--- src/rtl/fet_seg_gate_sequencer_if.sv ---
// ---------------------------------------------------------------------------
// fet_seg_gate_sequencer_if
// Bundles the control inputs and the gate/status outputs of the segmented
// FET gate sequencer.
//   master : loop/PWM side. Drives enable, pwm_in, oc_trip, seg_mask and
//            clr_latch. Observes gate_en, on_state, fault, fault_cnt and
//            latchoff.
//   slave  : the sequencer itself (opposite directions).
// ---------------------------------------------------------------------------
interface fet_seg_gate_sequencer_if #(
  parameter int N_SEG = 4
);
  logic             enable;
  logic             pwm_in;
  logic             oc_trip;
  logic [N_SEG-1:0] seg_mask;
  logic             clr_latch;
  logic [N_SEG-1:0] gate_en;
  logic             on_state;
  logic             fault;
  logic [3:0]       fault_cnt;
  logic             latchoff;

  modport master (
    output enable, pwm_in, oc_trip, seg_mask, clr_latch,
    input  gate_en, on_state, fault, fault_cnt, latchoff
  );

  modport slave (
    input  enable, pwm_in, oc_trip, seg_mask, clr_latch,
    output gate_en, on_state, fault, fault_cnt, latchoff
  );
endinterface

--- src/rtl/fet_seg_gate_sequencer.sv ---
// ---------------------------------------------------------------------------
// fet_seg_gate_sequencer
// Gate-enable sequencer for a segmented power NMOS with replica current sense.
// Segments permitted by seg_mask turn on one at a time, lowest index first,
// STAGGER cycles apart. The replica overcurrent comparator is blanked for
// BLANK cycles after turn-on. An accepted trip drops every segment, pulses
// fault, cools down for RETRY cycles and then re-arms; MAX_FAULTS consecutive
// trips latch the block off until clr_latch.
// Ports:
//   clk, rst : clock, synchronous active-high reset
//   bus      : slave side of fet_seg_gate_sequencer_if
//              (enable, pwm_in, oc_trip, seg_mask, clr_latch in;
//               gate_en, on_state, fault, fault_cnt, latchoff out, all
//               registered)
// ---------------------------------------------------------------------------
module fet_seg_gate_sequencer #(
  parameter int N_SEG      = 4,
  parameter int STAGGER    = 2,
  parameter int BLANK      = 8,
  parameter int RETRY      = 64,
  parameter int MAX_FAULTS = 3
) (
  input  logic                      clk,
  input  logic                      rst,
  fet_seg_gate_sequencer_if.slave   bus
);

  localparam logic [1:0] ST_OFF  = 2'd0;
  localparam logic [1:0] ST_RAMP = 2'd1;
  localparam logic [1:0] ST_ON   = 2'd2;
  localparam logic [1:0] ST_COOL = 2'd3;

  localparam int BW = $clog2(BLANK + 1);
  localparam int SW = (STAGGER > 1) ? $clog2(STAGGER) : 1;
  localparam int RW = (RETRY > 1) ? $clog2(RETRY) : 1;

  localparam logic [BW-1:0] BLANK_END  = BW'(BLANK);
  localparam logic [SW-1:0] STAG_LAST  = SW'(STAGGER - 1);
  localparam logic [RW-1:0] RETRY_LAST = RW'(RETRY - 1);
  localparam logic [3:0]    MAX_CNT    = 4'(MAX_FAULTS);

  // Isolates the lowest set bit (two's-complement trick).
  function automatic logic [N_SEG-1:0] lowest_bit(input logic [N_SEG-1:0] v);
    lowest_bit = v & (~v + N_SEG'(1));
  endfunction

  // Fault count increment that holds at MAX_FAULTS.
  function automatic logic [3:0] sat_inc(input logic [3:0] c);
    sat_inc = (c >= MAX_CNT) ? c : c + 4'd1;
  endfunction

  logic [1:0]       state;
  logic [N_SEG-1:0] mask_q;
  logic [N_SEG-1:0] gate_en;
  logic             on_state;
  logic             fault;
  logic [3:0]       fault_cnt;
  logic             latchoff;
  logic [BW-1:0]    blank_cnt;
  logic [SW-1:0]    stag_cnt;
  logic [RW-1:0]    retry_cnt;

  logic [N_SEG-1:0] first_bit;
  logic [N_SEG-1:0] step_bits;
  logic [3:0]       cnt_next;
  logic             start;
  logic             oc_accept;

  // Masked-off indices cost nothing: the next step jumps straight to the
  // lowest still-off bit of the captured mask.
  assign first_bit = lowest_bit(bus.seg_mask);
  assign step_bits = gate_en | lowest_bit(mask_q & ~gate_en);
  assign cnt_next  = sat_inc(fault_cnt);
  assign start     = bus.enable & bus.pwm_in & ~latchoff & (|bus.seg_mask);
  // blank_cnt saturates at BLANK, reached BLANK edges after turn-on, so the
  // trip is honoured from the value sampled after edge T+BLANK.
  assign oc_accept = bus.oc_trip & (blank_cnt == BLANK_END);

  // ---- registered stage: captured mask (data, no reset) ----
  always_ff @(posedge clk) begin
    if (state == ST_OFF && start) begin
      mask_q <= bus.seg_mask;
    end
  end

  // ---- registered stage: control state and outputs ----
  always_ff @(posedge clk) begin
    if (rst) begin
      state     <= ST_OFF;
      gate_en   <= '0;
      on_state  <= 1'b0;
      fault     <= 1'b0;
      fault_cnt <= 4'd0;
      latchoff  <= 1'b0;
      blank_cnt <= '0;
      stag_cnt  <= '0;
      retry_cnt <= '0;
    end else begin
      fault <= 1'b0;
      // Later assignments on a fault edge override this clear.
      if (bus.clr_latch) begin
        fault_cnt <= 4'd0;
        latchoff  <= 1'b0;
      end
      case (state)
        ST_OFF: begin
          if (start) begin
            gate_en   <= first_bit;
            blank_cnt <= '0;
            stag_cnt  <= '0;
            if (first_bit == bus.seg_mask) begin
              state    <= ST_ON;
              on_state <= 1'b1;
            end else begin
              state <= ST_RAMP;
            end
          end
        end
        ST_RAMP, ST_ON: begin
          if (blank_cnt != BLANK_END) begin
            blank_cnt <= blank_cnt + BW'(1);
          end
          if (oc_accept) begin
            gate_en   <= '0;
            on_state  <= 1'b0;
            fault     <= 1'b1;
            fault_cnt <= cnt_next;
            latchoff  <= (cnt_next == MAX_CNT);
            retry_cnt <= '0;
            state     <= ST_COOL;
          end else if (!bus.enable || !bus.pwm_in) begin
            gate_en  <= '0;
            on_state <= 1'b0;
            state    <= ST_OFF;
            // A completed turn-on ends the consecutive-fault run.
            if (state == ST_ON) begin
              fault_cnt <= 4'd0;
            end
          end else if (state == ST_RAMP) begin
            if (stag_cnt == STAG_LAST) begin
              stag_cnt <= '0;
              gate_en  <= step_bits;
              if (step_bits == mask_q) begin
                state    <= ST_ON;
                on_state <= 1'b1;
              end
            end else begin
              stag_cnt <= stag_cnt + SW'(1);
            end
          end
        end
        default: begin
          if (retry_cnt == RETRY_LAST) begin
            state <= ST_OFF;
          end else begin
            retry_cnt <= retry_cnt + RW'(1);
          end
        end
      endcase
    end
  end

  assign bus.gate_en   = gate_en;
  assign bus.on_state  = on_state;
  assign bus.fault     = fault;
  assign bus.fault_cnt = fault_cnt;
  assign bus.latchoff  = latchoff;

endmodule

--- src/flat_wrapper.sv ---
// flat-port wrapper written by rule: the top's interface ports become plain ports
module fet_seg_gate_sequencer_flat 
#(
  parameter int N_SEG      = 4,
  parameter int STAGGER    = 2,
  parameter int BLANK      = 8,
  parameter int RETRY      = 64,
  parameter int MAX_FAULTS = 3
)
  (clk, rst, bus_enable, bus_pwm_in, bus_oc_trip, bus_seg_mask, bus_clr_latch, bus_gate_en, bus_on_state, bus_fault, bus_fault_cnt, bus_latchoff);
  fet_seg_gate_sequencer_if #(.N_SEG(N_SEG)) bus_i ();
  input  logic clk;
  input  logic rst;
  input wire logic [$bits(bus_i.enable)-1:0] bus_enable;
  input wire logic [$bits(bus_i.pwm_in)-1:0] bus_pwm_in;
  input wire logic [$bits(bus_i.oc_trip)-1:0] bus_oc_trip;
  input wire logic [$bits(bus_i.seg_mask)-1:0] bus_seg_mask;
  input wire logic [$bits(bus_i.clr_latch)-1:0] bus_clr_latch;
  output wire logic [$bits(bus_i.gate_en)-1:0] bus_gate_en;
  output wire logic [$bits(bus_i.on_state)-1:0] bus_on_state;
  output wire logic [$bits(bus_i.fault)-1:0] bus_fault;
  output wire logic [$bits(bus_i.fault_cnt)-1:0] bus_fault_cnt;
  output wire logic [$bits(bus_i.latchoff)-1:0] bus_latchoff;
  assign bus_i.enable = bus_enable;
  assign bus_i.pwm_in = bus_pwm_in;
  assign bus_i.oc_trip = bus_oc_trip;
  assign bus_i.seg_mask = bus_seg_mask;
  assign bus_i.clr_latch = bus_clr_latch;
  assign bus_gate_en = bus_i.gate_en;
  assign bus_on_state = bus_i.on_state;
  assign bus_fault = bus_i.fault;
  assign bus_fault_cnt = bus_i.fault_cnt;
  assign bus_latchoff = bus_i.latchoff;
  fet_seg_gate_sequencer #(.N_SEG(N_SEG), .STAGGER(STAGGER), .BLANK(BLANK), .RETRY(RETRY), .MAX_FAULTS(MAX_FAULTS)) u_core (.clk(clk), .rst(rst), .bus(bus_i));
endmodule
--- config.mk ---
export PLATFORM = sky130hd
export DESIGN_NAME = fet_seg_gate_sequencer_flat
export DESIGN_NICKNAME = d
export VERILOG_FILES = /design/src/rtl/fet_seg_gate_sequencer_if.sv /design/src/rtl/fet_seg_gate_sequencer.sv /design/src/flat_wrapper.sv
export SDC_FILE = /design/constraint.sdc
export NUM_CORES = 1
export LEC_CHECK = 0
export ABC_CLOCK_PERIOD_IN_PS = 3170
export CORE_MARGIN = 2
export CORE_UTILIZATION = 55
export CTS_BUF_LIST = sky130_fd_sc_hd__clkbuf_4
export DETAILED_ROUTE_END_ITERATION = 8
export GPL_ROUTABILITY_DRIVEN = 0
export PLACE_DENSITY_LB_ADDON = 0.1
export SYNTH_ARGS = -nofsm -noshare
export SYNTH_HDL_FRONTEND = slang
export SYNTH_SLANG_ARGS = --single-unit
--- constraint.sdc ---
create_clock -name clk -period 3.17 [get_ports clk]
set_clock_uncertainty 0.15 [all_clocks]
set_input_delay 0.4755 -clock clk [delete_from_list [all_inputs] [get_ports clk]]
set_output_delay 0.4755 -clock clk [all_outputs]
set_load 0.005 [all_outputs]
==> results.ini <==
[grt]
antenna_found_initial=0
grt_pass1_vias=1408
grt.overflow.total=0
grtUsageTotal=0.221
grt_max_degree=25
grt_pass1_wl_um=6090

[critical_path]
start_kind=flip-flop
rr_endpoint=u_core.bus.on_state$_SDFFE_PP0P_
r2r-start=u_core.state[0]$_SDFFE_PP0P_
reg2reg_slack_ns=0.60
cp.arrival_ns=2.67
rr_worst_depth=7
cp-startpoint=u_core.state[0]$_SDFFE_PP0P_
crit_fanout=10
end_kind=flip-flop
crit_required_ns=3.27
worstSetupPathType=flip-flop to flip-flop

[power_and_ir_drop]
power_leakage_nw=0.680
p_clk_frac=0.142
peakVddDrop_v=0.000266
power.switching_mw=0.425
pwr-share-seq=0.410
power.internal_mw=0.664
powerDensity_mw_per_mm2=565
p_comb_frac=0.449
switching_share=0.390

[yosys]
syn_area_mm2=0.00170
avgSynthCellArea_um2=8.97
yosys-top-cells-count=24 x dfxtp_1, 20 x nor2_1, 18 x a21oi_1
synth_most_common_cell=dfxtp_1
yosysTopAreaCell=dfxtp_1
synth_flop_cell=dfxtp_1
synth_edf_count=4
synthTopCellsByArea=dfxtp_1 28%, edfxtp_1 7.1%, ha_1 6.6%, a21oi_1 5.3%, nor2_1 4.4%
synth_nets=208
yosysWarningCount=0
syn_inst=189
yosysUniqueCellTypes=52
synthArstFlopShare=0
synth-seq-cells=28
synth_top_area_share=0.283
ys_seq_area_frac=0.354

[clock_tree]
cts_buffers=3
holdBufCountCts=0
clockRootBuffer=clkbuf_4
cts.reportedPaths.clkPinSlew_ns=0.15
cts_max_level=1
cts_buffer_depth=2
postCtsResizedCells=0
tritoncts=yes
clk_latency_ns=0.34
cts_setup_buffers=0
cts.sinks=28

[timing]
period_needed_ns=2.57
whs_ns=0.366
finalCritPeriodShare=0.812
hold_violations=0
slew_violations=0
max_freq_mhz=389
rsz0062_at_grt=false
tns_ns=0
tightest_slew_ns=0.897
max-slew-margin-rel=0.400
setup_viol=0

[placement]
placed_cell_area_mm2=0.00190
detailed_place_hpwl_um=2620
port_buffers=20

[hold_path]
worstHoldPathType=flip-flop to flip-flop
hold_depth=1
hold_path_end=u_core.bus.fault_cnt[3]$_SDFF_PP0_
min_from=u_core.bus.fault_cnt[3]$_SDFF_PP0_

[cells_and_area]
fin_area_mm2=0.00193
drive_gt1_frac=0.0766
fin_nets=229
nFillCells=277
final_core_util=0.642
area_delta_synth_final_pct=13.7
antenna_cells=0

[floorplanning]
dieArea_mm2=0.00354
die_h_um=59.5
pin_count=21
initial_utilization=0.565
rows=20
coreArea_mm2=0.00300
die_x_um=59.5

[route]
drt-vias-per-instance=6.14
wl_um=3590
drtIter0Drc=80
routedWlPerCell_um=14.8
drc=0
postRouteAntennaNets=0
dr.pass1.iters=4
via_count=1485

[run_status]
outcome=completed

[job]
drv_cap=0

[power groups by stage]
stage	Clock [mW]	Combinational [mW]	Sequential (mW)
2_1_floorplan	0	0.364	0.447
3_3_place_gp	0	0.475	0.451
3_5_place_dp	0	0.484	0.454
4_1_cts	0.158	0.488	0.446
5_1_grt	0.175	0.548	0.454
6_report	0.154	0.489	0.446
[cell families after synthesis]
kind of cell,share of synthesized area
flip-flops,0.354
XOR/XNOR,0.0155
adder cells (fa/ha/maj),0.0723
AND/OR/NAND/NOR,0.289
buffers and inverters,0.0428
AO/OA/AOI/OAI,0.196
multiplexers,0.0303
[flip-flops by register name, summed over array words and instances, names as in the netlist]
register and count:
u_core.blank_cnt 4, u_core.bus.fault 1, u_core.bus.fault_cnt 4, u_core.bus.gate_en 4, u_core.bus.latchoff 1, u_core.bus.on_state 1
u_core.mask_q 4, u_core.retry_cnt 6, u_core.stag_cnt 1, u_core.state 2
[layer usage]
layer  track usage  wire [µm]  vias up
met5             0          0        -
met4        0.0857         60        0
met3        0.0284        105        7
met2         0.366       1750       37
met1         0.291       1670      710
li1              -          -      731
[cell usage in the layout, fill, tap and decap left out, types with 4 or more instances in the layout]
cell type and instances:
dfxtp_1 24, nor2_1 20, clkdlybuf4s50_1 20, a21oi_1 18, nor2b_1 12, ha_1 9
nand2_1 8, nor3_1 8, o21ai_0 8, inv_1 7, nand3_1 7, nand2b_1 5
mux2i_1 4, edfxtp_1 4
[worst max-delay path by stage]
stage / end / slack (ns) / cells past startpoint
global route: u_core.bus.on_state$_SDFFE_PP0P_ / 0.41 / 7
global placement: u_core.bus.on_state$_SDFFE_PP0P_ / 0.58 / 6
floorplan: u_core.bus.on_state$_SDFFE_PP0P_ / 1.03 / 8
detailed placement: u_core.bus.on_state$_SDFFE_PP0P_ / 0.53 / 6
finish: u_core.bus.on_state$_SDFFE_PP0P_ / 0.60 / 7
CTS: u_core.bus.on_state$_SDFFE_PP0P_ / 0.59 / 7
[through the flow]
stage | setup slack (ns) | power (mW) | cells
final | 0.597 | 1.09 | 242
after global routing | 0.411 | 1.18 | 242
after CTS | 0.593 | 1.09 | 242
after detailed placement | 0.534 | 0.938 | 238
after global placement | 0.584 | 0.926 | 238
after floorplan | 1.03 | 0.811 | 189
[cell type report]
| class | count | area (µm²) | share of cell area |
|---|---|---|---|
| clock buffer | 3 | 22.5 | 0.0117 |
| clock inverter | 1 | 3.75 | 0.00195 |
| inverter | 8 | 30.0 | 0.0156 |
| multi-input combinational | 148 | 1020 | 0.530 |
| sequential | 28 | 601 | 0.311 |
| tap | 33 | 41.3 | 0.0214 |
| timing repair buffer | 21 | 208 | 0.108 |
[worst max-delay path, stage by stage (launching register included)]
cell     delay (ns)
dfxtp_1        0.37
inv_1          0.11
ha_1           0.47
inv_2          0.16
nor4_4         0.51
o21ai_1        0.17
nor3_1         0.20
mux2_2         0.35
(Power assumes the default switching activity.)
==> edit, RTL diff (same settings) <==
Reset style: asynchronous (`rst`), changed in one clocked block. Comments in the files are not updated.
--- a/src/rtl/fet_seg_gate_sequencer.sv
+++ b/src/rtl/fet_seg_gate_sequencer.sv
@@ -85,5 +85,5 @@
 
   // ---- registered stage: control state and outputs ----
-  always_ff @(posedge clk) begin
+  always_ff @(posedge clk or posedge rst) begin
     if (rst) begin
       state     <= ST_OFF;
Formal check against the unedited RTL: differs if rst is asserted again (counterexample within 4 cycles, from zero or initial values and one cycle with rst high); with rst held inactive, the same outputs for 10 cycles.
==> edit against the original RTL <==
  * Sequential share of layout area grew 4.2 points
  * Total power grew 44%
  * Routed wire length grew 0.72%
  * Critical endpoint is now u_core.bus.gate_en[2]$_DFFE_PP0P_
  * Combinational power grew 74%
  * Global-route usage grew 1.1 points
  * Worst hold slack gained 0.0070 ns
  * Highest routed layer unchanged
  * Critical path type unchanged
  * Area after synthesis grew 5.4%
  * Clock power grew 8%
  * Critical path depth is the same
  * Worst setup slack lost 0.035 ns
  * Sequential cell count is the same
  * Final area grew 5.8%
==> edit: results (changes against the original RTL) <==
SYNTH
------------------------------------------------------------------------------------
Synth Net Count                                                                  197   was 208
Sequential area share after synthesis                                          40.3%   was 35.4%
Mux contribution to synthesized area                                           3.36%   was 3.03%
Share of flip-flops with an asynchronous set or reset after synthesis          85.7%   was 0%
Adder-Cell Fraction of Synth Area                                              6.30%   was 7.23%
Area contributors post-synth                                            sky130_fd_sc_hd__dfrtp_1 (34%), sky130_fd_sc_hd__edfxtp_1 (6.7%), sky130_fd_sc_hd__ha_1 (6.3%)   was sky130_fd_sc_hd__dfxtp_1 (28%), sky130_fd_sc_hd__edfxtp_1 (7.1%), sky130_fd_sc_hd__ha_1 (6.6%)
Cell count after synthesis                                                       178   was 189

WORST SETUP PATH
------------------------------------------------------------------------------------
Largest fanout on the critical path                                               16   was 10
Crit path DAT                                                                2.70 ns   was 2.67 ns
Startpoint of the most critical register-to-register path               u_core.state[0]$_DFFE_PP0P_   was u_core.state[0]$_SDFFE_PP0P_

PLACED DESIGN
------------------------------------------------------------------------------------
Pre-CTS worst setup slack                                                   0.600 ns   was 0.534 ns

DETAILED ROUTING
------------------------------------------------------------------------------------
Routed metal-1 wire length                                                   1740 um   was 1670 um
Met3 WL post-DR                                                               112 um   was 105 um
Average vias per placed instance                                                6.02   was 6.14
Wire length on met2                                                          1700 um   was 1750 um
Final routed wirelength across all metal layers                              3610 um   was 3590 um

STA
------------------------------------------------------------------------------------
Min setup slack post-route                                                  0.562 ns   was 0.597 ns
Final hold slack                                                            0.373 ns   was 0.366 ns
Tightest Pin Transition                                                     0.924 ns   was 0.897 ns

GRT
------------------------------------------------------------------------------------
Number of global-route vias before repair                                       1419   was 1408
Wire length of the first global-routing pass                                 6420 um   was 6090 um

FINISH
------------------------------------------------------------------------------------
Total number of nets in the final design                                         216   was 229
Proportion of layout cells with a drive suffix above 1                         11.2%   was 7.66%

PWR
------------------------------------------------------------------------------------
Leakage power figure                                                        0.838 nW   was 0.680 nW
Power of the combinational group                                            0.853 mW   was 0.489 mW
Combinational cell fraction of total power                                     54.6%   was 44.9%
Worst IR Drop VDD                                                         0.000351 V   was 0.000266 V

MIN PATH
------------------------------------------------------------------------------------
Hold Crit Endpoint                                                      u_core.stag_cnt$_DFFE_PP0P_   was u_core.bus.fault_cnt[3]$_SDFF_PP0_

RUN STATUS
------------------------------------------------------------------------------------
Outcome                                                                    completed   unchanged

[edit: cell types whose count changed after synthesis, moves of 4 or more]
cell                      unedited run  this run
sky130_fd_sc_hd__a21oi_1            18         7
sky130_fd_sc_hd__a22o_1              0         4
sky130_fd_sc_hd__buf_2               0         4
sky130_fd_sc_hd__dfrtp_1             0        24
sky130_fd_sc_hd__dfxtp_1            24         0
sky130_fd_sc_hd__mux2i_1             4         0
sky130_fd_sc_hd__nand3_1             7        12
sky130_fd_sc_hd__nand4_1             1         5
sky130_fd_sc_hd__nor2_1             20         9
sky130_fd_sc_hd__nor3_1              8         2
[edit: cell type report]
type,instances,area (um2)
clock buffer,4,30.0
sequential,28,721
tap,44,55.1
fill,266,1040
multi-input combinational,134,997
timing repair buffer,20,200
inverter,10,37.5
[edit: routing by layer]
| metal | vias up | track usage, % |
|---|---|---|
| li1 | 702 | - |
| met1 | 708 | 30.9 |
| met2 | 27 | 38.1 |
| met3 | 7 | 3.84 |
| met4 | 0 | 8.07 |
| met5 | - | 0 |
